<file path="src/rtl/pcie_symbols_pkg.sv">
// PCIe link symbol constants and framing helpers, shared by the striper and unstriper.
package pcie_symbols_pkg;

    localparam int unsigned SYM_W = 8;

    localparam logic [SYM_W-1:0] COM = 8'hBC;
    localparam logic [SYM_W-1:0] PAD = 8'hF7;
    localparam logic [SYM_W-1:0] SKP = 8'h1C;
    localparam logic [SYM_W-1:0] STP = 8'hFB;
    localparam logic [SYM_W-1:0] SDP = 8'h5C;
    localparam logic [SYM_W-1:0] END = 8'hFD;
    localparam logic [SYM_W-1:0] EDB = 8'hFE;
    localparam logic [SYM_W-1:0] FTS = 8'h3C;
    localparam logic [SYM_W-1:0] IDL = 8'h7C;

    // Striper FSM: S_ALIGN is a single-cycle detour to move a held start symbol to lane 0.
    typedef enum logic [0:0] {
        S_FILL  = 1'b0,
        S_ALIGN = 1'b1
    } stripe_state_e;

    // Symbols that must open a group on lane 0.
    function automatic logic is_start(input logic [SYM_W-1:0] sym, input logic k);
        return k && ((sym == STP) || (sym == SDP) || (sym == COM));
    endfunction

    // Symbols that close the current group, PAD-filling the remaining lanes.
    function automatic logic is_end(input logic [SYM_W-1:0] sym, input logic k);
        return k && ((sym == END) || (sym == EDB));
    endfunction

endpackage

</file>
<file path="src/rtl/striping_stage.sv">
// Four-slot staging buffer. The group view merges the byte being written this cycle and
// replaces every slot at or above i_pad_from with a K-flagged PAD.
module striping_stage
    import pcie_symbols_pkg::*;
(
    input  logic        clk,
    input  logic        reset_L,
    input  logic        i_wr_en,
    input  logic [1:0]  i_wr_idx,
    input  logic [7:0]  i_wr_byte,
    input  logic        i_wr_k,
    input  logic [2:0]  i_pad_from,   // 4 means no PAD fill
    output logic [31:0] o_grp_data,   // lane i in bits [8*i +: 8]
    output logic [3:0]  o_grp_k
);

    logic [7:0] r_slot [4];
    logic [3:0] r_k;

    // Slot storage; only the addressed slot changes on a write.
    always_ff @(posedge clk or negedge reset_L) begin
        if (!reset_L) begin
            for (int i = 0; i < 4; i++) begin
                r_slot[i] <= '0;
            end
            r_k <= '0;
        end else if (i_wr_en) begin
            r_slot[i_wr_idx] <= i_wr_byte;
            r_k[i_wr_idx]    <= i_wr_k;
        end
    end

    // Group as it would look after this cycle's write, with PAD fill applied.
    always_comb begin
        o_grp_data = '0;
        o_grp_k    = '0;
        for (int i = 0; i < 4; i++) begin
            if (3'(i) >= i_pad_from) begin
                o_grp_data[8*i +: 8] = PAD;
                o_grp_k[i]           = 1'b1;
            end else if (i_wr_en && (i_wr_idx == 2'(i))) begin
                o_grp_data[8*i +: 8] = i_wr_byte;
                o_grp_k[i]           = i_wr_k;
            end else begin
                o_grp_data[8*i +: 8] = r_slot[i];
                o_grp_k[i]           = r_k[i];
            end
        end
    end

endmodule

</file>
<file path="src/rtl/striping.sv">
// Transmit byte striper: serial bytes go round-robin onto four lanes, one aligned group at a
// time. Start symbols are forced onto lane 0, end symbols close the group with PAD.
module striping
    import pcie_symbols_pkg::*;
#(
    parameter int unsigned DATA_W    = 8,
    parameter int unsigned NUM_LANES = 4
) (
    input  logic              clk,
    input  logic              reset_L,
    input  logic [DATA_W-1:0] fromMux,
    input  logic              fromMux_k,
    input  logic              valid_in,
    output logic              ready_out,
    output logic [DATA_W-1:0] TL0,
    output logic [DATA_W-1:0] TL1,
    output logic [DATA_W-1:0] TL2,
    output logic [DATA_W-1:0] TL3,
    output logic [3:0]        TLk,
    output logic              valid_out
);

    if (DATA_W != 8 || NUM_LANES != 4) begin : g_param_check
        $error("striping supports only DATA_W=8 and NUM_LANES=4");
    end

    stripe_state_e r_state, w_state_d;
    logic [1:0]    r_ptr, w_ptr_d;
    logic [7:0]    r_hold, w_hold_d;
    logic          r_ready, w_ready_d;
    logic [7:0]    r_tl [4];
    logic [3:0]    r_tlk;
    logic          r_valid;

    logic          w_accept;
    logic          w_emit;
    logic          w_wr_en;
    logic [1:0]    w_wr_idx;
    logic [7:0]    w_wr_byte;
    logic          w_wr_k;
    logic [2:0]    w_pad_from;
    logic [31:0]   w_grp_data;
    logic [3:0]    w_grp_k;

    assign w_accept = valid_in && r_ready && (r_state == S_FILL);

    striping_stage u_stage (
        .clk        (clk),
        .reset_L    (reset_L),
        .i_wr_en    (w_wr_en),
        .i_wr_idx   (w_wr_idx),
        .i_wr_byte  (w_wr_byte),
        .i_wr_k     (w_wr_k),
        .i_pad_from (w_pad_from),
        .o_grp_data (w_grp_data),
        .o_grp_k    (w_grp_k)
    );

    // Next-state: slot writes, pointer advance, framing and the lane-0 realignment detour.
    always_comb begin
        w_state_d  = r_state;
        w_ptr_d    = r_ptr;
        w_hold_d   = r_hold;
        w_ready_d  = 1'b1;
        w_emit     = 1'b0;
        w_wr_en    = 1'b0;
        w_wr_idx   = r_ptr;
        w_wr_byte  = fromMux;
        w_wr_k     = fromMux_k;
        w_pad_from = 3'd4;
        unique case (r_state)
            S_ALIGN: begin
                // Held start symbol opens the new group on lane 0; input is ignored here.
                w_wr_en   = 1'b1;
                w_wr_idx  = 2'd0;
                w_wr_byte = r_hold;
                w_wr_k    = 1'b1;
                w_ptr_d   = 2'd1;
                w_state_d = S_FILL;
            end
            default: begin
                if (w_accept) begin
                    if (is_end(fromMux, fromMux_k)) begin
                        w_wr_en    = 1'b1;
                        w_pad_from = {1'b0, r_ptr} + 3'd1;
                        w_emit     = 1'b1;
                        w_ptr_d    = 2'd0;
                    end else if (is_start(fromMux, fromMux_k) && (r_ptr != 2'd0)) begin
                        // Flush the partial group and park the start symbol for S_ALIGN.
                        w_pad_from = {1'b0, r_ptr};
                        w_emit     = 1'b1;
                        w_hold_d   = fromMux;
                        w_ptr_d    = 2'd0;
                        w_state_d  = S_ALIGN;
                        w_ready_d  = 1'b0;
                    end else begin
                        w_wr_en = 1'b1;
                        w_emit  = (r_ptr == 2'd3);
                        w_ptr_d = r_ptr + 2'd1;
                    end
                end
            end
        endcase
    end

    // Control state registers.
    always_ff @(posedge clk or negedge reset_L) begin
        if (!reset_L) begin
            r_state <= S_FILL;
            r_ptr   <= '0;
            r_hold  <= '0;
            r_ready <= 1'b1;
        end else begin
            r_state <= w_state_d;
            r_ptr   <= w_ptr_d;
            r_hold  <= w_hold_d;
            r_ready <= w_ready_d;
        end
    end

    // Lane outputs: the completed group for one cycle, IDL otherwise.
    always_ff @(posedge clk or negedge reset_L) begin
        if (!reset_L) begin
            for (int i = 0; i < 4; i++) begin
                r_tl[i] <= IDL;
            end
            r_tlk   <= 4'hF;
            r_valid <= 1'b0;
        end else if (w_emit) begin
            for (int i = 0; i < 4; i++) begin
                r_tl[i] <= w_grp_data[8*i +: 8];
            end
            r_tlk   <= w_grp_k;
            r_valid <= 1'b1;
        end else begin
            for (int i = 0; i < 4; i++) begin
                r_tl[i] <= IDL;
            end
            r_tlk   <= 4'hF;
            r_valid <= 1'b0;
        end
    end

    assign TL0       = r_tl[0];
    assign TL1       = r_tl[1];
    assign TL2       = r_tl[2];
    assign TL3       = r_tl[3];
    assign TLk       = r_tlk;
    assign valid_out = r_valid;
    assign ready_out = r_ready;

endmodule

</file>
<file path="config.mk">
export PLATFORM = sky130hd
export DESIGN_NAME = striping
export DESIGN_NICKNAME = d
export VERILOG_FILES = /design/src/rtl/pcie_symbols_pkg.sv /design/src/rtl/striping_stage.sv /design/src/rtl/striping.sv
export SDC_FILE = /design/constraint.sdc
export NUM_CORES = 1
export LEC_CHECK = 0
export ABC_AREA = 1
export CAP_MARGIN = 10
export CORE_MARGIN = 8
export CORE_UTILIZATION = 54
export CTS_CLUSTER_DIAMETER = 50
export DETAILED_ROUTE_END_ITERATION = 10
export MAX_ROUTING_LAYER = met4
export PLACE_DENSITY = 0.8
export RECOVER_POWER = 25
export SYNTH_ARGS = -nofsm -noshare
export SYNTH_HDL_FRONTEND = slang
export SYNTH_SLANG_ARGS = --single-unit
export TNS_END_PERCENT = 5
</file>
<file path="constraint.sdc">
create_clock -name clk -period 2.8 [get_ports clk]
set_clock_uncertainty 0.2 [all_clocks]
set_input_delay 0.84 -clock clk [delete_from_list [all_inputs] [get_ports clk]]
set_output_delay 0.84 -clock clk [all_outputs]
set_load 0.02 [all_outputs]
</file>
==> impl_metrics.csv, run 1 <==
group,metric,value,unit
place,portBuffers,49,
routing,antenna_left,0,
finish,fin_nets,482,
job,cap_viol_max_count,1,
grt,grt.met1_usage,20.5,%
outcome,violations,"max-capacitance violations, max-slew violations",
die,die_w,98.3,µm
die,dieArea,9660,µm²
finish,layout-area-overhead-vs-synth,26.9,%
clock_network,hold_buffers,0,
finish,seqCellArea,2160,µm²
grt,grtUsageTotal,17.7,%
worst_setup_path,arrival,2.65,ns
clock_network,cts_made_buffers,9,
clock_network,postCtsSetupBuffers,0,
grt,met2_usage,27.7,%
clock_network,clk_pin_slew_worst_paths,0.08,ns
die,core,6680,µm²
place,placed_cell_area,4450,µm²
power_and_ir_drop,leakage,0.00229,µW
worst_setup_path,cp_data_required_time,2.86,ns
yosys,synth_compound_area_share,8.31,%
clock_network,cts_resized,0,
place,dp_hpwl,5.67,mm
clock_network,cts_tree,"yes",
finish,fin_area,4640,µm²
timing,grt_setup_unrepaired,"false",
finish,fillers,509,
yosys,yosys.area_share.adder,0.684,%
yosys,muxShareOfSynthArea,0,%
outcome,status,"finished, violations left",
power_and_ir_drop,total_power,3700,µW
finish,antenna_cells,0,
grt,grt_pass1_vias,2812,
grt,overflow,0,
clock_network,cts_root_buffer,"clkbuf_8",
grt,grt_pass1_wl,13.3,mm
timing,period_minus_slack,2.59,ns
worst_setup_path,critPathMaxFanout,5,
die,die_h,98.3,µm
min_path,min_path_type,"flip-flop to flip-flop",
timing,finalHoldViolCount,0,
grt,grtUsageMet3,5.26,%
timing,fin_crit_sh,92.4,%
grt,grt_max_degree,57,
die,rows,30,
yosys,synth-simple-area-share,22.0,%
grt,top_usage_layer,"met2",
worst_setup_path,startpoint_type,"primary input",
yosys,ys_types,32,
yosys,syn_nets,398,
yosys,synthXorXnorAreaFrac,0,%
yosys,ys_ff_latch,85,
die,ios,50,
finish,drive_gt1_share,21.4,%
clock_network,cts_max_path_buffers,2,
clock_network,clock_latency,0.36,ns
yosys,syn_inst,384,
yosys,synth_area,3660,µm²
routing,drc,0,
timing,fmax,387,MHz
routing,routed_wl,7.59,mm
routing,drt_iter0_drc,72,
power_and_ir_drop,pwr_density_cell,796,nW/µm²
routing,via_per_inst,4.94,
clock_network,clkSinkCount,85,
yosys,synth_top_family_by_area,"simple AND/OR/NAND/NOR gates",
timing,slew_violations,30,
place,gp_congestion,0.978,
power_and_ir_drop,vdd_ir_drop_max,0.437,mV
timing,relSlewSlack,-11.7,%
timing,worst_slew_pin_slew,1.68,ns
routing,drt_pass1_iterations,4,
routing,post_drt_wl_per_cell,13.7,µm
worst_setup_path,critPathCaptureType,"flip-flop",
timing,setup_viol,0,
yosys,ys_seq_area_share,59.0,%
yosys,yosysWarnings,0,
worst_setup_path,critPathKind,"primary input to flip-flop",
finish,multi_input_area,1130,µm²
clock_network,htree_num_levels,3,
grt,antenna_found_initial,0,
finish,fin_util,69.5,%
die,initial_core_util,54.7,%
routing,vias,2732,
yosys,avgSynthCellArea,9.52,µm²
metrics by stage:
stage | instances | TNS [ns] | setup WS (ns) | hold WS, ns
after floorplan | 384 | 0 | 0.593 | 0.222
after global placement | 537 | -0.626 | -0.0615 | 0.234
after detailed placement | 537 | -2.77 | -0.123 | 0.245
after CTS | 553 | 0 | 0.250 | 0.210
after global routing | 553 | 0 | 0.00128 | 0.281
final | 553 | 0 | 0.213 | 0.262
state kept, by name, indices dropped and copies added, names as in the netlist:
name / flops
TL1: 8
TL2: 8
u_stage.r_k: 4
r_ptr: 2
valid_out: 1
ready_out: 1
r_state: 1
u_stage.r_slot: 32
TL3: 8
TL0: 8
TLk: 4
r_hold: 8
metal layers:
| metal | up-vias | part of all wire [%] |
|---|---|---|
| li1 | 1356 | - |
| met1 | 1300 | 43 |
| met2 | 61 | 48 |
| met3 | 15 | 6.2 |
| met4 | 0 | 2.5 |
| met5 | - | 0 |
layout by cell type, fill, tap and decap left out, types with 4 or more instances in the layout:
cell,count
nand4_1,5
dfstp_2,25
buf_4,30
clkbuf_8,10
nor3_1,4
nand3b_1,4
nand3_1,19
o21ai_2,5
a21oi_1,9
o21ai_1,17
o21ai_0,14
dfrtp_1,60
nand3_4,4
nand2_1,89
o21a_1,5
clkdlybuf4s50_1,48
nor2_1,16
inv_1,75
nand2_2,5
cells in the mapped netlist (all sizes together):
master  instances  area (µm²)
nor2           23         133
nand2          95         377
nor3            4        20.0
dfrtp          60        1500
o21a            5        37.5
or2             1        6.26
buf             9        77.6
o21ai          36         199
ha              2        25.0
inv            77         289
a21oi          10        53.8
nand4           6        52.6
o21bai          1        7.51
o22ai           1        6.26
nand3          25         185
dfstp          25         657
nand3b          4        30.0
kinds of logic after synthesis:
kind of cell / Yosys count
fa+ha+maj: 2
flops: 85
compound gates: 53
buf+inv: 86
simple gates: 158
report_power, final:
group	switching (µW)	internal, µW
clock network	420	434
registers	110	1610
logic	650	475
total	1180	2520
critical path: stages:
cell	delay (ns)
clkdlybuf4s50_1	0.53
nand2_1	0.11
nor2_4	0.12
buf_4	0.13
nand2_1	0.06
nor2_1	0.18
nand3_1	0.10
nand2_1	0.16
inv_1	0.06
nand2_1	0.16
nand3_1	0.10
nand2_1	0.07
inv_1	0.03
final cells by class:
cell class,count,share of cell area [%]
Clock buffer,12,3.13
Inverter,77,6.23
Multi-Input combinational cell,213,24.4
Clock inverter,4,1.02
Sequential cell,85,46.5
Tap cell,80,2.16
Timing Repair Buffer,82,16.6
final timing paths:
kind                                  from  cells after the start                end  slack [ns]
max in group asynchronous          reset_L                      2             TL0[3]        0.65
worst min-delay path             r_hold[4]                      2          r_hold[4]        0.26
worst max-delay path            fromMux[4]                     13             TL2[1]        0.21
min in group asynchronous          reset_L                      1  u_stage.r_slot[5]        0.71
worst max register to register     r_state                      4             TL2[2]        0.60
worst min register to register   r_hold[4]                      2          r_hold[4]        0.26
(Power assumes the default switching activity.)
==> run 2: changes to the inputs <==
--- a/config.mk
+++ b/config.mk
@@ -16,2 +16,3 @@
 export RECOVER_POWER = 25
+export SKIP_LAST_GASP = 1
 export SYNTH_ARGS = -nofsm -noshare
==> constraint.sdc (replaced) <==
create_clock -name clk -period 2.8 [get_ports clk]
set_clock_uncertainty 0.2 [all_clocks]
set_input_delay 0.42 -clock clk [delete_from_list [all_inputs] [get_ports clk]]
set_output_delay 0.42 -clock clk [all_outputs]
set_load 0.02 [all_outputs]
==> impl_metrics.csv, run 2 (synthesis gave the netlist of run 1 again) <==
group,metric,value,unit
die,core,6680,µm²
finish,antenna_cells,0,
routing,drt_pass1_iterations,4,
grt,grt_pass1_vias,2633,
finish,multi_input_area,1130,µm²
power_and_ir_drop,pwr_density_cell,828,nW/µm²
min_path,worstHoldStart,"r_hold[4]",
grt,grt_pass1_wl,12.6,mm
routing,post_drt_wl_per_cell,14.0,µm
clock_network,cts_resized,0,
die,die_h,98.3,µm
finish,layout-area-overhead-vs-synth,21.2,%
finish,final_common_cell,"nand2_1",
routing,drc,0,
finish,largest_register_ffs,32,
die,dieArea,9660,µm²
grt,grtUsageTotal,16.6,%
worst_setup_path,rr_worst_depth,8,
timing,setup_viol,0,
finish,top_register,"u_stage.r_slot",
clock_network,cts_max_path_buffers,2,
grt,overflow,0,
grt,antenna_found_initial,0,
min_path,min_to,"r_hold[4]",
worst_setup_path,critPathMaxFanout,10,
clock_network,cts_root_buffer,"clkbuf_8",
finish,drive_gt1_share,17.3,%
power_and_ir_drop,vdd_ir_drop_max,0.459,mV
routing,antenna_left,0,
clock_network,clkSinkCount,85,
timing,fmax,441,MHz
finish,fillers,563,
worst_setup_path,r2r_end,"TL2[4]",
timing,period_minus_slack,2.27,ns
die,die_w,98.3,µm
die,rows,30,
place,portBuffers,49,
routing,via_per_inst,4.96,
finish,final_cell_mix,"89 x nand2_1, 75 x inv_1, 60 x dfrtp_1, 48 x clkdlybuf4s50_1, 25 x dfstp_2",
worst_setup_path,startpoint,"fromMux[2]",
timing,finalHoldViolCount,0,
finish,seqCellArea,2160,µm²
place,dp_hpwl,5.28,mm
clock_network,cts_tree,"yes",
timing,relSlewSlack,-25.8,%
grt,grt_max_degree,80,
routing,drt_iter0_drc,104,
min_path,min_path_type,"flip-flop to flip-flop",
worst_setup_path,critPathKind,"primary input to flip-flop",
timing,slew_violations,80,
timing,worst_slack,0.533,ns
finish,fin_nets,455,
clock_network,htree_num_levels,3,
place,gp_congestion,0.901,
die,initial_core_util,54.7,%
clock_network,clk_pin_slew_worst_paths,0.08,ns
worst_setup_path,cp_data_required_time,2.85,ns
outcome,violations,"max-capacitance violations, max-slew violations",
clock_network,clock_latency,0.35,ns
job,cap_viol_max_count,1,
timing,worst_slew_pin_slew,1.89,ns
routing,vias,2610,
power_and_ir_drop,leakage,0.00216,µW
clock_network,postCtsSetupBuffers,0,
die,ios,50,
clock_network,cts_made_buffers,9,
min_path,min_path_cells,2,
timing,fin_crit_sh,81.0,%
clock_network,hold_buffers,0,
worst_setup_path,critPathCaptureType,"flip-flop",
timing,totalNegativeSetupSlack,0,ns
timing,grt_setup_unrepaired,"false",
routing,routed_wl,7.34,mm
worst_setup_path,arrival,2.32,ns
worst_setup_path,regToRegSetupSlack,0.55,ns
worst_setup_path,startpoint_type,"primary input",
outcome,status,"finished, violations left",
place,dpl_worst_slack,0.217,ns
worst_setup_path,r2r-start,"r_ptr[0]",
-- run 2: cell count changes in the layout (fill, tap and decap cells not counted), sizes merged --
cell      previous run  this run
clkbuf              13        12
clkinvlp             1         2
buf                 33         6
-- run 2: final cells by class --
type,count,area share (%)
clock buffers,11,3.42
clock inverters,5,1.33
inverters,77,6.52
flip-flops and latches,85,48.7
multi-input cells,213,25.5
repair buffers,55,12.2
well taps,80,2.26
-- run 2: stage by stage --
stage	instances	total power, µW	hold slack [ns]	util [%]	instance area (µm²)
floorplan	384	2450	-0.0756	-	3660
global placement	510	2750	0.234	63.2	4230
detailed placement	510	2800	0.254	63.2	4230
CTS	526	3700	0.0548	66.4	4440
global route	526	3910	0.309	66.3	4430
finish	526	3670	0.283	66.3	4430
-- run 2: worst max-delay path by stage --
| stage | endpoint | slack, ns | cells past startpoint |
|---|---|---|---|
| floorplan | u_stage.r_k[0] | 0.87 | 10 |
| global placement | TL2[4] | 0.25 | 10 |
| detailed placement | TL2[4] | 0.22 | 10 |
| CTS | TL2[4] | 0.58 | 8 |
| global route | TL2[4] | 0.31 | 10 |
| finish | TL2[4] | 0.53 | 10 |
-- run 2: critical path: stages --
cell	delay, ns
clkdlybuf4s50_1	0.51
nand2_1	0.11
nor3_1	0.24
nand2_1	0.07
nor2_1	0.13
nand2_1	0.11
nand3_4	0.14
nor2_4	0.07
nor2_2	0.35
nand3_1	0.15
-- run 2: per-layer routing --
layer,up-vias,track usage [%],routed length (µm)
li1,1294,-,-
met1,1247,20.0,3310
met2,60,26.9,3610
met3,9,4.55,305
met4,0,4.72,106
met5,-,-,0
-- run 2: report_power, final --
part           switching [µW]  internal [µW]  leakage [µW]
Combinational             631            424       0.00109
Clock                     429            461      0.000102
Sequential                116           1610      0.000966
==> run 3: changes to the inputs <==
clock period = 2.4 ns   (was 2.8 ns; I/O delays follow)
==> impl_metrics.csv, run 3 (synthesis gave the netlist of run 1 again) <==
group,metric,value,unit
timing,grt_setup_unrepaired,"false",
die,rows,30,
clock_network,cts_max_path_buffers,2,
die,dieArea,9660,µm²
die,initial_core_util,54.7,%
finish,fillers,525,
timing,fmax,472,MHz
timing,fin_crit_sh,88.3,%
place,dpl_worst_slack,-0.0680,ns
worst_setup_path,startpoint_type,"primary input",
timing,setup_viol,0,
job,cap_viol_max_count,0,
grt,overflow,0,
timing,period_minus_slack,2.12,ns
timing,worst_slack,0.280,ns
finish,final_cell_mix,"89 x nand2_1, 75 x inv_1, 60 x dfrtp_1, 48 x clkdlybuf4s50_1, 25 x dfstp_2",
finish,antenna_cells,0,
grt,grtUsageTotal,17.8,%
power_and_ir_drop,total_power,4450,µW
worst_setup_path,critPathCaptureType,"flip-flop",
worst_setup_path,critPathKind,"primary input to flip-flop",
routing,drt_pass1_iterations,4,
min_path,min_path_type,"flip-flop to flip-flop",
routing,via_per_inst,4.98,
grt,antenna_found_initial,0,
clock_network,cts_made_buffers,9,
routing,drc,0,
clock_network,htree_num_levels,3,
routing,vias,2734,
die,core,6680,µm²
worst_setup_path,r2r-start,"r_state",
worst_setup_path,arrival,2.15,ns
clock_network,postCtsSetupBuffers,0,
worst_setup_path,crit_path_end,"TL3[0]",
worst_setup_path,cp_data_required_time,2.43,ns
routing,drt_iter0_drc,145,
grt,grt_pass1_wl,13.3,mm
timing,finalHoldViolCount,0,
worst_setup_path,critPathMaxFanout,9,
finish,top_register,"u_stage.r_slot",
place,gp_congestion,0.949,
worst_setup_path,regToRegSetupSlack,0.29,ns
clock_network,clock_latency,0.36,ns
finish,final_common_cell,"nand2_1",
finish,fin_util,69.8,%
routing,post_drt_wl_per_cell,14.0,µm
power_and_ir_drop,vdd_ir_drop_max,0.497,mV
grt,grt_pass1_vias,2819,
worst_setup_path,startpoint,"fromMux[7]",
finish,layout-area-overhead-vs-synth,27.5,%
timing,slew_violations,0,
finish,fin_nets,478,
die,die_w,98.3,µm
power_and_ir_drop,leakage,0.00229,µW
finish,largest_register_ffs,32,
worst_setup_path,rr_worst_depth,6,
die,ios,50,
die,die_h,98.3,µm
timing,worst_slew_pin_slew,1.08,ns
finish,drive_gt1_share,20.7,%
routing,antenna_left,0,
clock_network,clk_pin_slew_worst_paths,0.08,ns
outcome,status,"finished clean",
clock_network,clkSinkCount,85,
power_and_ir_drop,pwr_density_cell,955,nW/µm²
grt,grt_max_degree,44,
clock_network,cts_root_buffer,"clkbuf_8",
routing,routed_wl,7.71,mm
worst_setup_path,r2r_end,"u_stage.r_slot[20]",
timing,relSlewSlack,27.9,%
place,portBuffers,49,
place,dp_hpwl,5.62,mm
clock_network,cts_tree,"yes",
==> run 3: area by class of cell <==
| cell class | count | area [µm²] | share of cell area, % |
|---|---|---|---|
| sequential | 85 | 2160 | 46.3 |
| timing repair buffer | 78 | 756 | 16.2 |
| tap | 80 | 100 | 2.15 |
| inverter | 77 | 289 | 6.20 |
| clock inverter | 3 | 67.6 | 1.45 |
| multi-input combinational | 213 | 1130 | 24.3 |
| clock buffer | 13 | 159 | 3.41 |
==> run 3: metal layers <==
layer  part of all wire [%]  vias to the layer above  global-route usage, %
li1                       -                     1339                      -
met1                     43                     1295                   20.8
met2                     47                       78                   27.3
met3                    6.2                       22                   4.55
met4                    3.4                        0                   10.0
met5                      0                        -                      -
==> run 3: timing repair <==
item                                   in CTS  in global routing
gates resized for setup                     0                  0
hold buffers                                1                  0
endpoints found under the hold margin      27                  0
==> run 3: worst min path at each step <==
stage                              end       from  depth (start not counted)  slack [ns]
finish                       r_hold[4]  r_hold[4]                          2        0.26
global placement    u_stage.r_slot[22]    reset_L                          1        0.18
global route                 r_hold[4]  r_hold[4]                          2        0.28
detailed placement  u_stage.r_slot[22]    reset_L                          1        0.19
CTS                          r_hold[4]  r_hold[4]                          2        0.26
floorplan                       TL0[0]    reset_L                          0       -0.14
==> run 3: worst max-delay path, stage by stage <==
cell	delay (ns)
clkdlybuf4s50_1	0.55
nand2_2	0.09
nand2_1	0.08
nor2_1	0.04
nand2_1	0.06
nand2_2	0.06
nand2_2	0.14
buf_4	0.19
nand3_4	0.14
o21ai_0	0.34
a21oi_1	0.11
==> run 3: where the power goes <==
part	switching (µW)	internal (µW)
combinational	766	549
sequential	124	1870
clock	494	644
total	1380	3070
==> run 3: per-stage QoR <==
stage                     setup TNS (ns)  instances  hold WS [ns]  instance area (µm²)
after floorplan                        0        384        -0.136                 3660
after global placement         -0.000496        532         0.180                 4430
after detailed placement           -1.05        532         0.188                 4430
after CTS                              0        549         0.262                 4660
after global routing                   0        549         0.278                 4660
final                                  0        549         0.258                 4660
